## config.mk

```make
export PLATFORM = sky130hd
export DESIGN_NAME = disp_scan_flat
export DESIGN_NICKNAME = d
export VERILOG_FILES = /design/src/rtl/disp_scan_if.sv /design/src/rtl/disp_scan.sv /design/src/flat_wrapper.sv
export SDC_FILE = /design/constraint.sdc
export NUM_CORES = 1
export LEC_CHECK = 0
export CELL_PAD_IN_SITES_DETAIL_PLACEMENT = 1
export CELL_PAD_IN_SITES_GLOBAL_PLACEMENT = 2
export CORE_ASPECT_RATIO = 1.5
export CORE_MARGIN = 3
export CORE_UTILIZATION = 28
export CTS_BUF_LIST = sky130_fd_sc_hd__clkbuf_16
export CTS_CLUSTER_SIZE = 40
export DETAILED_ROUTE_END_ITERATION = 6
export PLACE_DENSITY_LB_ADDON = 0.05
export SETUP_SLACK_MARGIN = 0.1
export SYNTH_ARGS = -nofsm -noshare
export SYNTH_HDL_FRONTEND = slang
export SYNTH_SLANG_ARGS = --single-unit
```

## constraint.sdc

```tcl
create_clock -name clk -period 2.5 [get_ports clk]
set_clock_uncertainty 0.2 [all_clocks]
set_input_delay 0.5 -clock clk [delete_from_list [all_inputs] [get_ports clk]]
set_output_delay 0.5 -clock clk [all_outputs]
set_load 0.03 [all_outputs]
```

## src/rtl/disp_scan_if.sv

```systemverilog
// Bundles the operand/result inputs and the multiplexed display outputs of disp_scan.
interface disp_scan_if;
   logic        selout;
   logic [7:0]  op_a;
   logic [7:0]  op_b;
   logic [15:0] result;
   logic        res_valid;
   logic [7:0]  seg_n;
   logic [3:0]  an_n;

   // Source of the values to display; sink of the display drive.
   modport master (
      output selout, op_a, op_b, result, res_valid,
      input  seg_n, an_n
   );

   // The display scanner itself.
   modport slave (
      input  selout, op_a, op_b, result, res_valid,
      output seg_n, an_n
   );
endinterface

```

## src/rtl/disp_scan.sv

```systemverilog
// Four-digit multiplexed active-low 7-segment scanner showing A|B or the 16-bit result.
// A per-frame shadow copy of the inputs keeps a frame tear-free. The first BLANK cycles
// of each digit slot turn all anodes off to avoid ghosting between digits.
module disp_scan #(
   parameter int PRESCALE = 16384,
   parameter int BLANK    = 64
) (
   input  logic        clk,
   input  logic        rst_n,
   disp_scan_if.slave  bus
);
   localparam int CW = (PRESCALE > 1) ? $clog2(PRESCALE) : 1;
   localparam logic [CW-1:0] CNT_LAST = CW'(PRESCALE - 1);
   localparam logic [CW-1:0] BLANK_W  = CW'(BLANK);

   logic [CW-1:0] cnt_reg;
   logic [1:0]    dig_reg;
   logic          sh_sel_reg;
   logic          sh_valid_reg;
   logic [15:0]   sh_ab_reg;
   logic [15:0]   sh_res_reg;
   logic [3:0]    an_reg, an_next;
   logic [7:0]    seg_reg, seg_next;

   logic          tick;
   logic          frame_end;
   logic          blank;
   logic [3:0]    nib [4];

   assign tick      = (cnt_reg == CNT_LAST);
   assign frame_end = tick && (dig_reg == 2'd3);
   assign blank     = (cnt_reg < BLANK_W);

   // Hex digit to active-low segments {dp,g,f,e,d,c,b,a}, dp off.
   function automatic logic [7:0] hex7(input logic [3:0] v);
      case (v)
         4'h0: hex7 = 8'hC0;
         4'h1: hex7 = 8'hF9;
         4'h2: hex7 = 8'hA4;
         4'h3: hex7 = 8'hB0;
         4'h4: hex7 = 8'h99;
         4'h5: hex7 = 8'h92;
         4'h6: hex7 = 8'h82;
         4'h7: hex7 = 8'hF8;
         4'h8: hex7 = 8'h80;
         4'h9: hex7 = 8'h90;
         4'hA: hex7 = 8'h88;
         4'hB: hex7 = 8'h83;
         4'hC: hex7 = 8'hC6;
         4'hD: hex7 = 8'hA1;
         4'hE: hex7 = 8'h86;
         default: hex7 = 8'h8E;
      endcase
   endfunction

   // {A,B} packed as one word lines up A[7:4] with digit 3 down to B[3:0] on digit 0.
   generate
      for (genvar gi = 0; gi < 4; gi++) begin : g_nib
         assign nib[gi] = sh_sel_reg ? sh_ab_reg[4*gi +: 4] : sh_res_reg[4*gi +: 4];
      end
   endgenerate

   // Refresh prescaler and digit scan counter.
   always_ff @(posedge clk or negedge rst_n) begin
      if (!rst_n) begin
         cnt_reg <= '0;
         dig_reg <= 2'd0;
      end else begin
         cnt_reg <= tick ? '0 : cnt_reg + 1'b1;
         if (tick) dig_reg <= dig_reg + 2'd1;
      end
   end

   // Shadow copy of the display inputs, refreshed only at the end of digit 3's slot.
   always_ff @(posedge clk or negedge rst_n) begin
      if (!rst_n) begin
         sh_sel_reg   <= 1'b0;
         sh_valid_reg <= 1'b0;
         sh_ab_reg    <= '0;
         sh_res_reg   <= '0;
      end else if (frame_end) begin
         sh_sel_reg   <= bus.selout;
         sh_valid_reg <= bus.res_valid;
         sh_ab_reg    <= {bus.op_a, bus.op_b};
         sh_res_reg   <= bus.result;
      end
   end

   // Anode and segment pattern for the current counter state and shadow contents.
   always_comb begin
      an_next  = 4'hF;
      seg_next = 8'hFF;
      if (!blank) begin
         an_next = ~(4'b0001 << dig_reg);
         if (!sh_sel_reg && !sh_valid_reg)
            seg_next = 8'hBF;
         else if (sh_sel_reg && dig_reg == 2'd2)
            seg_next = hex7(nib[dig_reg]) & 8'h7F;
         else
            seg_next = hex7(nib[dig_reg]);
      end
   end

   // Registered display drive, one clock behind the scan state.
   always_ff @(posedge clk or negedge rst_n) begin
      if (!rst_n) begin
         an_reg  <= 4'hF;
         seg_reg <= 8'hFF;
      end else begin
         an_reg  <= an_next;
         seg_reg <= seg_next;
      end
   end

   assign bus.an_n  = an_reg;
   assign bus.seg_n = seg_reg;
endmodule

```

## src/flat_wrapper.sv

```systemverilog
// flat-port wrapper written by rule: the top's interface ports become plain ports
module disp_scan_flat 
#(
   parameter int PRESCALE = 16384,
   parameter int BLANK    = 64
)
  (clk, rst_n, bus_selout, bus_op_a, bus_op_b, bus_result, bus_res_valid, bus_seg_n, bus_an_n);
  disp_scan_if bus_i ();
  input  logic clk;
  input  logic rst_n;
  input wire logic [$bits(bus_i.selout)-1:0] bus_selout;
  input wire logic [$bits(bus_i.op_a)-1:0] bus_op_a;
  input wire logic [$bits(bus_i.op_b)-1:0] bus_op_b;
  input wire logic [$bits(bus_i.result)-1:0] bus_result;
  input wire logic [$bits(bus_i.res_valid)-1:0] bus_res_valid;
  output wire logic [$bits(bus_i.seg_n)-1:0] bus_seg_n;
  output wire logic [$bits(bus_i.an_n)-1:0] bus_an_n;
  assign bus_i.selout = bus_selout;
  assign bus_i.op_a = bus_op_a;
  assign bus_i.op_b = bus_op_b;
  assign bus_i.result = bus_result;
  assign bus_i.res_valid = bus_res_valid;
  assign bus_seg_n = bus_i.seg_n;
  assign bus_an_n = bus_i.an_n;
  disp_scan #(.PRESCALE(PRESCALE), .BLANK(BLANK)) u_core (.clk(clk), .rst_n(rst_n), .bus(bus_i));
endmodule
```

Word level (Yosys, flattened, before mapping)
Memory sizes are Yosys's and may differ from the RTL's.
Cells that the tools add are included.
{"block": "word_totals", "romBits": 224, "mem_count": 2, "elab_cells": 37, "in_bits": 36, "regBits": 62}
{"block": "op_classes", "bitwise": 2, "order_cmp": 2, "n_shift": 1, "n_addsub": 2, "n_eq_ne": 3, "n_reduce_logical": 5, "mux": 12}
{"name": "(name not given)", "depth": 16, "width": 7, "rd": 1, "rd_ports_with_merged_regs": 0, "write_ports": 0, "line_no": "disp_scan.sv:36", "rtl": "case (v)"}
{"name": "(name not given)", "depth": 16, "width": 7, "rd": 1, "rd_ports_with_merged_regs": 0, "write_ports": 0, "line_no": "disp_scan.sv:36"}
{"cell": "$mux 4", "count": 7}
{"cell": "$mux 8", "count": 3}
{"cell": "$add 14x1->14 const B", "count": 1}
{"cell": "$eq 14x14->1 const B", "count": 1}
{"cell": "$lt 14x7->1 const B", "count": 1}
{"cell": "$mux 14", "count": 1}
{"cell": "$bmux 4 s2", "count": 1}
{"cell": "$eq 2x2->1 const B", "count": 2}
{"cell": "$not 4->4", "count": 1}
{"cell": "$shl 1x2->4 const A", "count": 1}
{"cell": "$ge 3x3->1 const B", "count": 1}
{"cell": "$logic_and 1x1->1", "count": 3}
{"cell": "$not 2->3", "count": 1}
{"cell": "$add 2x1->2 const B", "count": 1}
{"cell": "$logic_not 1->1", "count": 2}

Logic depth before layout (Yosys ltp)
An unclocked memory read counts as a cell.
{"block": "depth", "depth_word": 8, "depth_mapped": 9}

Worst setup path before layout
OpenSTA, ideal clock, no wires.
{"block": "synth_timing", "path_kind": "register to register", "startpoint": "reg u_core.sh_sel_reg", "endpoint": "reg u_core.seg_reg[0], in the netlist u_core.bus.seg_n[0]", "required_ps": 2215, "path_slack_ps": -51, "arrival_time_ps": 2266, "stages_incl_launch_ff": 10, "synth_period_minus_slack_ps": 2551, "setup_time_ps": 85, "path_buffers": 2, "path_cell_list": "dfrtp_1 > buf_6 > buf_6 > mux4_2 > mux2i_1 > inv_1 > ha_1 > or3_1 > o221ai_1 > nand2_1"}
{"block": "synth_via", "elab_chain_cells": 8, "word_cells_on_any_way": 15}
{"item": "start, declared", "line_no": "disp_scan.sv:18", "rtl": "logic sh_sel_reg;"}
{"item": "start signal, assigned", "line_no": "disp_scan.sv:82", "rtl": "sh_sel_reg <= bus.selout;"}
{"item": "$mux 4", "line_no": "disp_scan.sv:59", "rtl": "assign nib[gi] = sh_sel_reg ? sh_ab_reg[4*gi +: 4] : sh_res_reg[4*gi +: 4];"}
{"item": "$bmux 4 s2", "line_no": "disp_scan.sv:98, disp_scan.sv:100"}
{"item": "$mux 4 (implied by the code) (2 in a row)", "line_no": "disp_scan.sv:98, disp_scan.sv:100"}
{"item": "$mem_v2 16x7"}
{"item": "$mux 8", "line_no": "disp_scan.sv:97", "rtl": "else if (sh_sel_reg && dig_reg == 2'd2)"}
{"item": "$mux 8 *", "line_no": "disp_scan.sv:95", "rtl": "if (!sh_sel_reg && !sh_valid_reg)"}
{"item": "$mux 8 *", "line_no": "disp_scan.sv:93", "rtl": "if (!blank) begin"}
{"item": "via u_core.seg_next[0]", "line_no": "disp_scan.sv:23", "rtl": "logic [7:0] seg_reg, seg_next;"}
{"item": "end signal, assigned", "line_no": "disp_scan.sv:111", "rtl": "seg_reg <= seg_next;"}
{"item": "end, declared", "line_no": "disp_scan.sv:23"}
The timed path passes the listed nets; every way through them passes the cells marked *. The select of a mux whose other input is x is not followed.
A chain may end at the register's enable or synchronous reset.

Final worst setup path
{"block": "layout_timing", "startpoint": "reg u_core.sh_sel_reg", "endpoint": "reg u_core.seg_reg[3], in the netlist u_core.bus.seg_n[3]"}
The elaborated chain is that of the path after synthesis.

==> impl_metrics.ini <==
[floorplanning]
die_y_um = 131
std_cell_rows = 45
die_area_um2 = 11700
die_x_um = 89.4
initial_utilization = 0.288
ioPinCount = 48
core_um2 = 10100

[critical_path]
worstSetupPathType = register to register
r2r-start = u_core.sh_sel_reg
endpoint_kind = register
critPathRequiredTime_ns = 2.54
reg2reg_slack_ns = 0.19
ff2ff_path_depth = 7
path_max_fanout = 7
r2r_end = u_core.bus.seg_n[3]
setup.worst_path.start_class = register
arrival_ns = 2.36

[timing]
hold_ws_ns = 0.298
timing.fmax_mhz = 432
slew_violations = 0
timing.slew.headroom = 0.601
tightest_slew_ns = 0.593
setup_violations = 0
setup_tns_ns = 0
worst_slack_ns = 0.188
hold_viol = 0
rsz0062_at_grt = yes
min_period_over_period = 0.925
timing.final.crit_period_ns = 2.31

[power_and_ir_drop]
comb_power_share = 0.086
swShare = 0.221
power_density_nw_per_um2 = 626
power.leakage_nw = 1.67
pwr-share-clk = 0.486
p_sw_uw = 543
p_seq_frac = 0.428
p_int_mw = 1.92
ir_drop_mv = 0.395

[drt]
viasPerCell = 4.61
drc_errors = 0
drt_pass1_iterations = 4
drt_iter0_drc = 31
avgRoutedWirePerCell_um = 16.0
num_vias = 1876
antenna_left = 0
drt-total-wl_mm = 6.52

[place]
hpwl_mm = 4.71
routabilityCongestion = 0.706
port_buffers = 47
post-place-ws_ns = 0.0541

[synthesis]
yosys.area_share.adder = 0.0471
ys_seq_area_frac = 0.536
synthXorXnorAreaFrac = 0.0390
synth_fp_nets = 268
synth-simple-area-share = 0.0801
ys.flop_type = dfrtp_1
syn_area_um2 = 2920
postSynthCellCount = 221
synth_edf_count = 0
ys_warn_count = 0
synth_top_family_by_area = multiplexers
synth_seq_cells = 62
yosysTopAreaCell = dfrtp_1
syn_avg_cell_area_um2 = 13.2
async_flop_share = 1.00
synth.area.top_cells = dfrtp_1 (43%), mux2_2 (14%), dfstp_2 (11%), mux4_2 (5.4%), ha_1 (4.7%)
yosysTopAreaCellShare = 0.428
synth_mux_area_frac = 0.233
synth-compound-area-share = 0.0308
ys_types = 33

[global_route]
grt_pass1_wl_mm = 10.5
antenna_found_initial = 0
grt_overflow = 0
grtUsageTotal = 0.122
grt_max_degree = 63
grt_pass1_vias = 2064

[final_layout]
final_common_cell = dfrtp_1
finish.net_count = 332
syn_to_final_growth_pct = 34.5
layout_common_cells = dfrtp_1 (49), clkdlybuf4s50_1 (46), mux2_2 (36)
diodes = 0
drive_gt1_frac = 0.321
final_util = 0.388

[flow_run]
maxCapViolations = 0

[clock_network]
clock-sinks = 62
clock_path_buffers = 2
h-tree-depth = 3
cts_tree = done
ctsRootBufferMaster = clkbuf_16
numCtsBuffers = 9
path_clk_slew_ns = 0.05
clock_latency_ns = 0.33

[status]
status = finished, final reports clean

[min_path]
hp-class = register to register
min_to = u_core.cnt_reg[8]
hp-start = u_core.cnt_reg[8]
holdPathStages = 1
power by group through the flow:
stage                     registers [mW]  clock network (mW)  logic, mW
after global routing                1.05                1.27      0.233
after CTS                           1.05                1.23      0.207
after global placement              1.07                   0      0.204
after detailed placement            1.07                   0      0.205
final                               1.05                1.20      0.211
after floorplan                     1.06                   0      0.108
area by class of cell:
class	count	area, um2
fill	1077	6200
sequential	62	1570
multi-input combinational	142	1290
timing repair buffer	62	613
clock buffer	9	225
tap	117	146
clock inverter	7	57.6
inverter	8	30.0
cells in the mapped netlist, types with 2 or more instances:
cell type  count
a221o_1        2
a31oi_1        2
buf_2          4
buf_6          4
dfrtp_1       50
dfstp_2       12
ha_1          11
inv_1          7
mux2_2        36
mux2i_1        8
mux4_2         7
nand2_1       16
nand2_2        2
nand3_1        7
nand4_1        4
nor2_1        13
nor3_1         3
nor4_1         2
o21ai_0        5
o21ai_1        2
xnor2_1        8
xor2_1         5
cells by family (layout without fill, tap and decap cells):
logic type      after synthesis  in the layout
compound gates               14             14
xor+xnor                     13             13
fa+ha+maj                    11             11
buf+inv                      17             86
flops                        62             62
mux                          53             53
simple gates                 51             51
repair_timing:
item / in CTS / in global routing
hold endpoints to repair: 30 / 0
endpoints found under the setup margin: 3 / 3
resized for setup: 1 / 6
pin swaps: 0 / 2
gates cloned: 0 / 0
setup buffers: 0 / 2
hold buffers: 1 / 0
worst max path at each step:
stage                       from  slack [ns]             endpoint
2_1_floorplan  u_core.sh_sel_reg        0.10  u_core.bus.seg_n[0]
3_3_place_gp   u_core.sh_sel_reg        0.11  u_core.bus.seg_n[0]
3_5_place_dp   u_core.sh_sel_reg        0.05  u_core.bus.seg_n[0]
4_1_cts        u_core.sh_sel_reg        0.16  u_core.bus.seg_n[0]
5_1_grt        u_core.sh_sel_reg        0.08  u_core.bus.seg_n[3]
6_report       u_core.sh_sel_reg        0.19  u_core.bus.seg_n[3]
worst max-delay path: stages, from the launching register on:
cell     delay [ns]
dfrtp_2        0.47
mux4_2         0.56
mux2i_4        0.18
inv_1          0.13
ha_2           0.22
mux2_2         0.26
nor3_1         0.14
a31oi_1        0.07
metrics by stage:
stage | std cells | area, um2 | power [mW]
after floorplan | 221 | 2940 | 1.17
after global placement | 388 | 3590 | 1.27
after detailed placement | 388 | 3590 | 1.27
after CTS | 405 | 3890 | 2.49
after global routing | 407 | 3930 | 2.56
final | 407 | 3930 | 2.46
per-layer routing:
layer  GRT usage  vias up  part of all wire
met3      0.0314        9             0.034
met2       0.196       40              0.51
li1            -      911                 -
met4      0.0571        0             0.024
met1       0.148      916              0.43
met5           0        -                 0
Note: power is estimated with default switching activity, not from simulation.
